$ cat config.mk
export PLATFORM = sky130hd
export DESIGN_NAME = btn_event_gen
export DESIGN_NICKNAME = d
export VERILOG_FILES = /design/src/rtl/btn_event_gen.sv
export SDC_FILE = /design/constraint.sdc
export NUM_CORES = 1
export LEC_CHECK = 0
export ABC_CLOCK_PERIOD_IN_PS = 4700
export BUFFER_PORTS_ARGS = -buffer_cell sky130_fd_sc_hd__buf_4
export CAP_MARGIN = 0
export CORE_MARGIN = 10
export CORE_UTILIZATION = 60
export DETAILED_ROUTE_END_ITERATION = 10
export PLACE_DENSITY_LB_ADDON = 0.25
export SKIP_LAST_GASP = 1
export SLEW_MARGIN = 20
export SYNTH_ARGS = -nofsm -noshare
export SYNTH_HDL_FRONTEND = slang
export SYNTH_SLANG_ARGS = --single-unit
$ cat constraint.sdc
create_clock -name clk_25mHz -period 4.7 [get_ports clk_25mHz]
set_clock_uncertainty 0.15 [all_clocks]
set_input_delay 0.94 -clock clk_25mHz [delete_from_list [all_inputs] [get_ports clk_25mHz]]
set_output_delay 0.94 -clock clk_25mHz [all_outputs]
set_load 0.01 [all_outputs]
$ cat src/rtl/btn_event_gen.sv
// Per-button conditioner: 2-flop synchronizer, debounce FSM and auto-repeat timer.
// Emits registered single-cycle press / event / release pulses plus a debounced level.
module btn_event_gen #(
  parameter int unsigned      N_BTN         = 3,
  parameter int unsigned      DEBOUNCE_CYC  = 250000,
  parameter int unsigned      REPEAT_DELAY  = 12500000,
  parameter int unsigned      REPEAT_PERIOD = 2500000,
  parameter logic [N_BTN-1:0] REPEAT_MASK   = 3'b011
) (
  input  logic             clk_25mHz,
  input  logic             RSTN,
  input  logic [N_BTN-1:0] btn_raw,
  output logic [N_BTN-1:0] btn_level,
  output logic [N_BTN-1:0] btn_press,
  output logic [N_BTN-1:0] btn_evt,
  output logic [N_BTN-1:0] btn_release
);

  localparam int unsigned MAX_AB = (DEBOUNCE_CYC > REPEAT_DELAY) ? DEBOUNCE_CYC : REPEAT_DELAY;
  localparam int unsigned MAX_P  = (MAX_AB > REPEAT_PERIOD) ? MAX_AB : REPEAT_PERIOD;
  localparam int unsigned CW     = $clog2(MAX_P + 1);

  localparam logic [CW-1:0] DB_LAST    = CW'(DEBOUNCE_CYC - 1);
  localparam logic [CW-1:0] RPT_FIRE   = CW'(REPEAT_DELAY);
  // Reload so the next fire lands exactly REPEAT_PERIOD counted cycles later.
  localparam logic [CW-1:0] RPT_RELOAD = CW'(REPEAT_DELAY - REPEAT_PERIOD + 1);

  typedef enum logic [1:0] {
    IDLE  = 2'd0,
    DB_DN = 2'd1,
    HELD  = 2'd2,
    DB_UP = 2'd3
  } state_t;

  logic [N_BTN-1:0] r_sync1;
  logic [N_BTN-1:0] r_sync2;

  always_ff @(posedge clk_25mHz or negedge RSTN) begin
    if (!RSTN) begin
      r_sync1 <= '0;
      r_sync2 <= '0;
    end else begin
      r_sync1 <= btn_raw;
      r_sync2 <= r_sync1;
    end
  end

  for (genvar g = 0; g < N_BTN; g++) begin : g_btn
    state_t        r_state;
    state_t        w_state_nxt;
    logic [CW-1:0] r_cnt;
    logic [CW-1:0] w_cnt_nxt;
    logic [CW-1:0] r_rpt;
    logic [CW-1:0] w_rpt_nxt;
    logic          r_level;
    logic          r_press;
    logic          r_evt;
    logic          r_rel;
    logic          w_level_nxt;
    logic          w_press_nxt;
    logic          w_evt_nxt;
    logic          w_rel_nxt;
    logic          w_s;

    assign w_s = r_sync2[g];

    always_ff @(posedge clk_25mHz or negedge RSTN) begin
      if (!RSTN) begin
        r_state <= IDLE;
        r_cnt   <= '0;
        r_rpt   <= '0;
        r_level <= 1'b0;
        r_press <= 1'b0;
        r_evt   <= 1'b0;
        r_rel   <= 1'b0;
      end else begin
        r_state <= w_state_nxt;
        r_cnt   <= w_cnt_nxt;
        r_rpt   <= w_rpt_nxt;
        r_level <= w_level_nxt;
        r_press <= w_press_nxt;
        r_evt   <= w_evt_nxt;
        r_rel   <= w_rel_nxt;
      end
    end

    always_comb begin
      w_state_nxt = r_state;
      w_cnt_nxt   = r_cnt;
      w_rpt_nxt   = r_rpt;
      w_press_nxt = 1'b0;
      w_evt_nxt   = 1'b0;
      w_rel_nxt   = 1'b0;
      case (r_state)
        IDLE: begin
          if (w_s) begin
            w_state_nxt = DB_DN;
            w_cnt_nxt   = CW'(1);
          end
        end
        DB_DN: begin
          if (!w_s) begin
            w_state_nxt = IDLE;
            w_cnt_nxt   = '0;
          end else if (r_cnt == DB_LAST) begin
            w_state_nxt = HELD;
            w_cnt_nxt   = '0;
            w_rpt_nxt   = '0;
            w_press_nxt = 1'b1;
            w_evt_nxt   = 1'b1;
          end else begin
            w_cnt_nxt = r_cnt + CW'(1);
          end
        end
        HELD: begin
          // Repeat counter freezes while debouncing a possible release.
          if (!w_s) begin
            w_state_nxt = DB_UP;
            w_cnt_nxt   = CW'(1);
          end else if (REPEAT_MASK[g]) begin
            if (r_rpt == RPT_FIRE) begin
              w_evt_nxt = 1'b1;
              w_rpt_nxt = RPT_RELOAD;
            end else begin
              w_rpt_nxt = r_rpt + CW'(1);
            end
          end
        end
        DB_UP: begin
          if (w_s) begin
            w_state_nxt = HELD;
            w_cnt_nxt   = '0;
          end else if (r_cnt == DB_LAST) begin
            w_state_nxt = IDLE;
            w_cnt_nxt   = '0;
            w_rel_nxt   = 1'b1;
          end else begin
            w_cnt_nxt = r_cnt + CW'(1);
          end
        end
        default: begin
          w_state_nxt = IDLE;
          w_cnt_nxt   = '0;
        end
      endcase
      w_level_nxt = (w_state_nxt == HELD) || (w_state_nxt == DB_UP);
    end

    assign btn_level[g]   = r_level;
    assign btn_press[g]   = r_press;
    assign btn_evt[g]     = r_evt;
    assign btn_release[g] = r_rel;
  end

endmodule

; Yosys cells after proc, flatten, opt, wreduce, memory -nomap -nowiden
; Index checks and enable logic that the tools add are counted.
[word_totals]
ff_bits = 143
input_bits = 5
out_inout_bits = 12
word_cells = 141
[op_classes]
n_addsub = 5
n_eq_ne = 32
mux = 70
reduce_logical = 13
[ops]
columns = operator, count
row1 = 2-to-1 mux 24 bit, 23
row2 = one-hot mux 24 bit (4 select lines), 3
row3 = "adder 24 x 1 -> 24 bit, second input constant", 5
row4 = one-hot mux 24 bit (2 select lines), 2
row5 = "equality test 24 x 18 -> 1 bit, second input constant", 3
row6 = "equality test 24 bit, second input constant", 2
row7 = 2-to-1 mux 2 bit, 18
row8 = "equality test 2 bit, second input constant", 12
row9 = "!= test 2 bit, second input constant", 12
row10 = one-hot mux 2 bit (4 select lines), 3
row11 = 2-to-1 mux 1 bit, 19
row12 = AND reduction 4 bit, 2
row13 = "equality test 2 x 1 -> 1 bit, second input constant", 3
row14 = logical NOT 2 bit, 3
row15 = AND reduction 2 bit, 3
row16 = one-hot mux 1 bit (2 select lines), 2
row17 = nonzero test 2 bit, 2
row18 = logical OR 1 bit, 3

; Depth between registers and ports, before layout
[logic_depth]
word_depth = 6
ltp_mapped = 9
ltp_nobuf = 7

; Worst setup path after synthesis
; Ideal clock, no wire load.
[synth_path]
path_type = register -> register
startpoint = register g_btn[0].r_state[0]
endpoint = register g_btn[0].r_cnt[23]
setup_time_ns = 0.077
t_arrival_ns = 2.208
setup_slack_ns = 2.265
path_stages_with_launch = 9
path_buffers = 1
cell_sequence = dfrtp_1 -> inv_1 -> ha_1 -> buf_2 -> mux2_2 -> nor3_4 -> nand4_1 -> or4_1 -> a21oi_1
[synth_between]
elab_chain_cells = 3
word_cells_on_any_way = 8
[synth_rtl]
columns = element, line_no
row1 = start: declaration, 49  ; state_t r_state;
row2 = start signal: assignment, 77  ; r_state <= w_state_nxt;
row3 = equality test 2 bit or logical NOT 2 bit (tied branches), 94  ; case (r_state)
row4 = != test 2 bit (no source line), -
row5 = AND reduction 2 bit (no source line), -
row6 = end signal: assignment, 78  ; r_cnt <= w_cnt_nxt;
row7 = end: declaration, 51  ; logic [CW-1:0] r_cnt;
; Parallel ways exist; a longest one is shown, timed or not.
; A chain may end at the register's enable or synchronous reset.

; Final worst setup path
[layout_path]
startpoint = register g_btn[0].r_rpt[0]
endpoint = register g_btn[0].r_rpt[16]
[layout_between]
elab_chain_cells = 4
word_cells_on_any_way = 5
[layout_rtl]
columns = element, line_no
row1 = start: declaration, 53  ; logic [CW-1:0] r_rpt;
row2 = start signal: assignment, 79  ; r_rpt <= w_rpt_nxt;
row3 = adder 24 x 1 -> 24 bit or equality test 24 bit (tied branches), "125, 121"
row4 = 2-to-1 mux 24 bit (*), 121  ; if (r_rpt == RPT_FIRE) begin
row5 = 2-to-1 mux 24 bit (*), 117  ; if (!w_s) begin
row6 = one-hot mux 24 bit (2 select lines) (*), 94
; Every way passes the cells marked *; elsewhere a longest branch is shown, timed or not. The select of a mux whose other input is x is not followed.

==> run metrics <==
outcome=complete, no violations; vias in the first global route=6,727; die area=about 0.018 sq mm; PwrDens=378 mW/mm^2; Synth Flop Type=dfrtp_1; Placed Cells incl. Taps=1,036; final hold vios=0; Port Buffers=16; Core Footprint=about 0.013 sq mm; Switching Fraction=29.8%; asr flop ratio synth=100%; Seq cells post-synth=between 100 and 150; Resized cells post-CTS=0; HPWL Detailed=roughly 12,000 um; Worst Setup End Kind=register; placed inst area=~0.0082 sq mm; die height=approximately 140 um; fin cells=about 1.1k; Distinct cells, synth=70; Synth Net Count=roughly 910; antenna viol nets, final=0; WS Path Type=register to register; post-CTS setup buffer count=0; crit start category=register; largest net degree at the start of global routing=~100; Period Utilization, post-route=between 60% and 70%; # nets final=about 900; DR pass1 iterations=5; initial antenna violation count=0; Clock power frac=a little over two fifths; Max VDD drop=~340 uV; r2r setup slk=between 1.5 and 2 ns; std cell rows=42; final WL=18,400 um; DRT iter0 DRCs=740; post-synthesis sequential area ratio=between 40% and 50%; Hold Path Class=register to register; commonest non-fill, non-tap cells in the layout=143 x dfrtp_1, 72 x nand2_1, 65 x nand3_1; Crit Path Max Fanout=14; CTS tree=done; RSZ-0062 raised after global routing=no; WL per Instance=roughly 17 um; Slew Limit Headroom=between 30% and 40%; Pint=around 2.4 mW; Worst-Margin Slew=1.03 ns; CTS buffer count=17; Design Power=about 3.4 mW; diodes inserted=0; Placer Congestion=a little under 0.9; Area Overhead vs Synth=9.86%; total number of vias=roughly 6.9k; share of cells above drive strength 1=under 10%; DRC viols=0; combinational group share of total power=between 10% and 20%; Die Span X=approximately 140 um; syn_area_per_cell=9.11 sq um; Root Buffer=clkbuf_16; WP data required=approximately 4.8 ns; Max Cap Viol=0; CP arrival=a little over 3 ns; switching power=about 1 mW; CTS clk-pin slew, worst paths=0.06 ns; Max Slew Vio Count=0; post-layout instance area=slightly below 0.009 sq mm; leakage=around 3.6 nW; all-layer global routing usage=about a fifth; CTS Buffer Depth=2; clk_lat worst skew=around 0.43 ns; synth warn=0; clk sinks=approximately 140; Syn Inst Count=886; IO Pins=17; DR vias/cell=between 6 and 7; FILL cells=about 1.0k; gr ovfl total=0; post-layout min period=a little under 3 ns; first-pass GRT wire length=roughly 32,000 um; Flop pwr share=about two fifths; leading cell type in the layout, fill and taps excluded=dfrtp_1; Post-Syn Area=~0.0081 sq mm; CTS Hold Bufs=0; effective utilization at floorplan=approximately 60%; # setup viols final=0; H-tree depth=4; Post-synth EDFFs=0; Max Fclk=339 MHz; Fin Setup TNS=0 ns
==> state kept, by name (all words and copies together) (netlist names) <==
name           cells
g_btn.r_cnt       72
g_btn.r_rpt       48
g_btn.r_state      6
g_btn.r_evt        3
g_btn.r_level      3
g_btn.r_rel        3
r_sync1            3
r_sync2            3
g_btn.r_press      2
==> through the flow <==
step	hold WS, ns	worst slack [ns]	utilization (%)
2_1_floorplan	0.181	2.26	-
3_3_place_gp	0.182	1.95	62.3
3_5_place_dp	0.198	1.82	62.4
4_1_cts	0.211	1.78	67.1
5_1_grt	0.219	1.50	67.2
6_report	0.209	1.75	67.2
==> critical path, cell delays in order, from the launching register on <==
cell	delay [ns]
dfrtp_1	0.42
inv_1	0.12
ha_1	0.16
nor4bb_1	0.43
nand3_1	0.12
or2_0	0.34
a211oi_2	0.85
nor4_1	0.18
==> cells by family (layout without fill, tap and decap cells) <==
| group | Yosys count | in the layout | synth area share (%) |
|---|---|---|---|
| fa+ha+maj | 17 | 17 | 2.64 |
| simple gates | 389 | 389 | 26.9 |
| buf+inv | 81 | 87 | 4.51 |
| flops | 143 | 143 | 44.3 |
| mux | 18 | 18 | 2.34 |
| compound gates | 205 | 205 | 15.7 |
| xor+xnor | 33 | 33 | 3.58 |
==> final timing paths <==
| path | end | cells after the start | from |
|---|---|---|---|
| hold / removal | r_sync2[1]$_DFF_PN0_ | 0 | r_sync1[1]$_DFF_PN0_ |
| min in group asynchronous | g_btn[1].r_cnt[2]$_DFFE_PN0P_ | 1 | RSTN |
| setup / recovery | g_btn[0].r_rpt[16]$_DFFE_PN0P_ | 7 | g_btn[0].r_rpt[0]$_DFFE_PN0P_ |
| max in group asynchronous | g_btn[1].r_rpt[17]$_DFFE_PN0P_ | 2 | RSTN |
| hold reg to reg | r_sync2[1]$_DFF_PN0_ | 0 | r_sync1[1]$_DFF_PN0_ |
| setup reg to reg | g_btn[0].r_rpt[16]$_DFFE_PN0P_ | 7 | g_btn[0].r_rpt[0]$_DFFE_PN0P_ |
==> metal layers <==
metal | global-route usage [%] | up-vias | share of wire, %
li1 | - | 3255 | -
met1 | 25.8 | 3427 | 44
met2 | 34.1 | 228 | 50
met3 | 4.43 | 27 | 4.6
met4 | 8.05 | 0 | 1.7
met5 | 0 | - | 0
==> cells in the mapped netlist, drive strengths merged (14+ instances only) <==
| master | instances | share of area, % |
|---|---|---|
| buf | 24 | 1.9 |
| nor4 | 18 | 1.7 |
| and3 | 23 | 1.8 |
| nand2 | 72 | 3.3 |
| clkbuf | 24 | 1.1 |
| xor2 | 24 | 2.6 |
| nor3 | 14 | 1.1 |
| o21ai | 51 | 3.2 |
| a31oi | 16 | 1.2 |
| and4 | 15 | 1.6 |
| or4 | 14 | 1.3 |
| nor2 | 62 | 2.9 |
| nand3 | 65 | 4.0 |
| a21oi | 65 | 4.0 |
| dfrtp | 143 | 44 |
| mux2i | 14 | 1.7 |
| or3 | 28 | 2.2 |
| nand4 | 33 | 2.7 |
| ha | 17 | 2.6 |
| inv | 33 | 1.5 |
==> power by group through the flow <==
stage / Clock, mW / Combinational, mW / Sequential (mW)
finish: 1.40 / 0.610 / 1.34
global route: 1.48 / 0.681 / 1.34
CTS: 1.42 / 0.604 / 1.33
detailed placement: 0 / 0.598 / 1.36
global placement: 0 / 0.563 / 1.35
floorplan: 0 / 0.443 / 1.34
==> final cells by class <==
class	instances	area, sq um	area share [%]
timing repair buffer	22	173	1.95
multi-input combinational	662	4150	46.8
clock inverter	9	131	1.48
sequential	143	3580	40.4
tap	176	220	2.48
clock buffer	23	488	5.50
inverter	33	124	1.40
(Power assumes the default switching activity.)
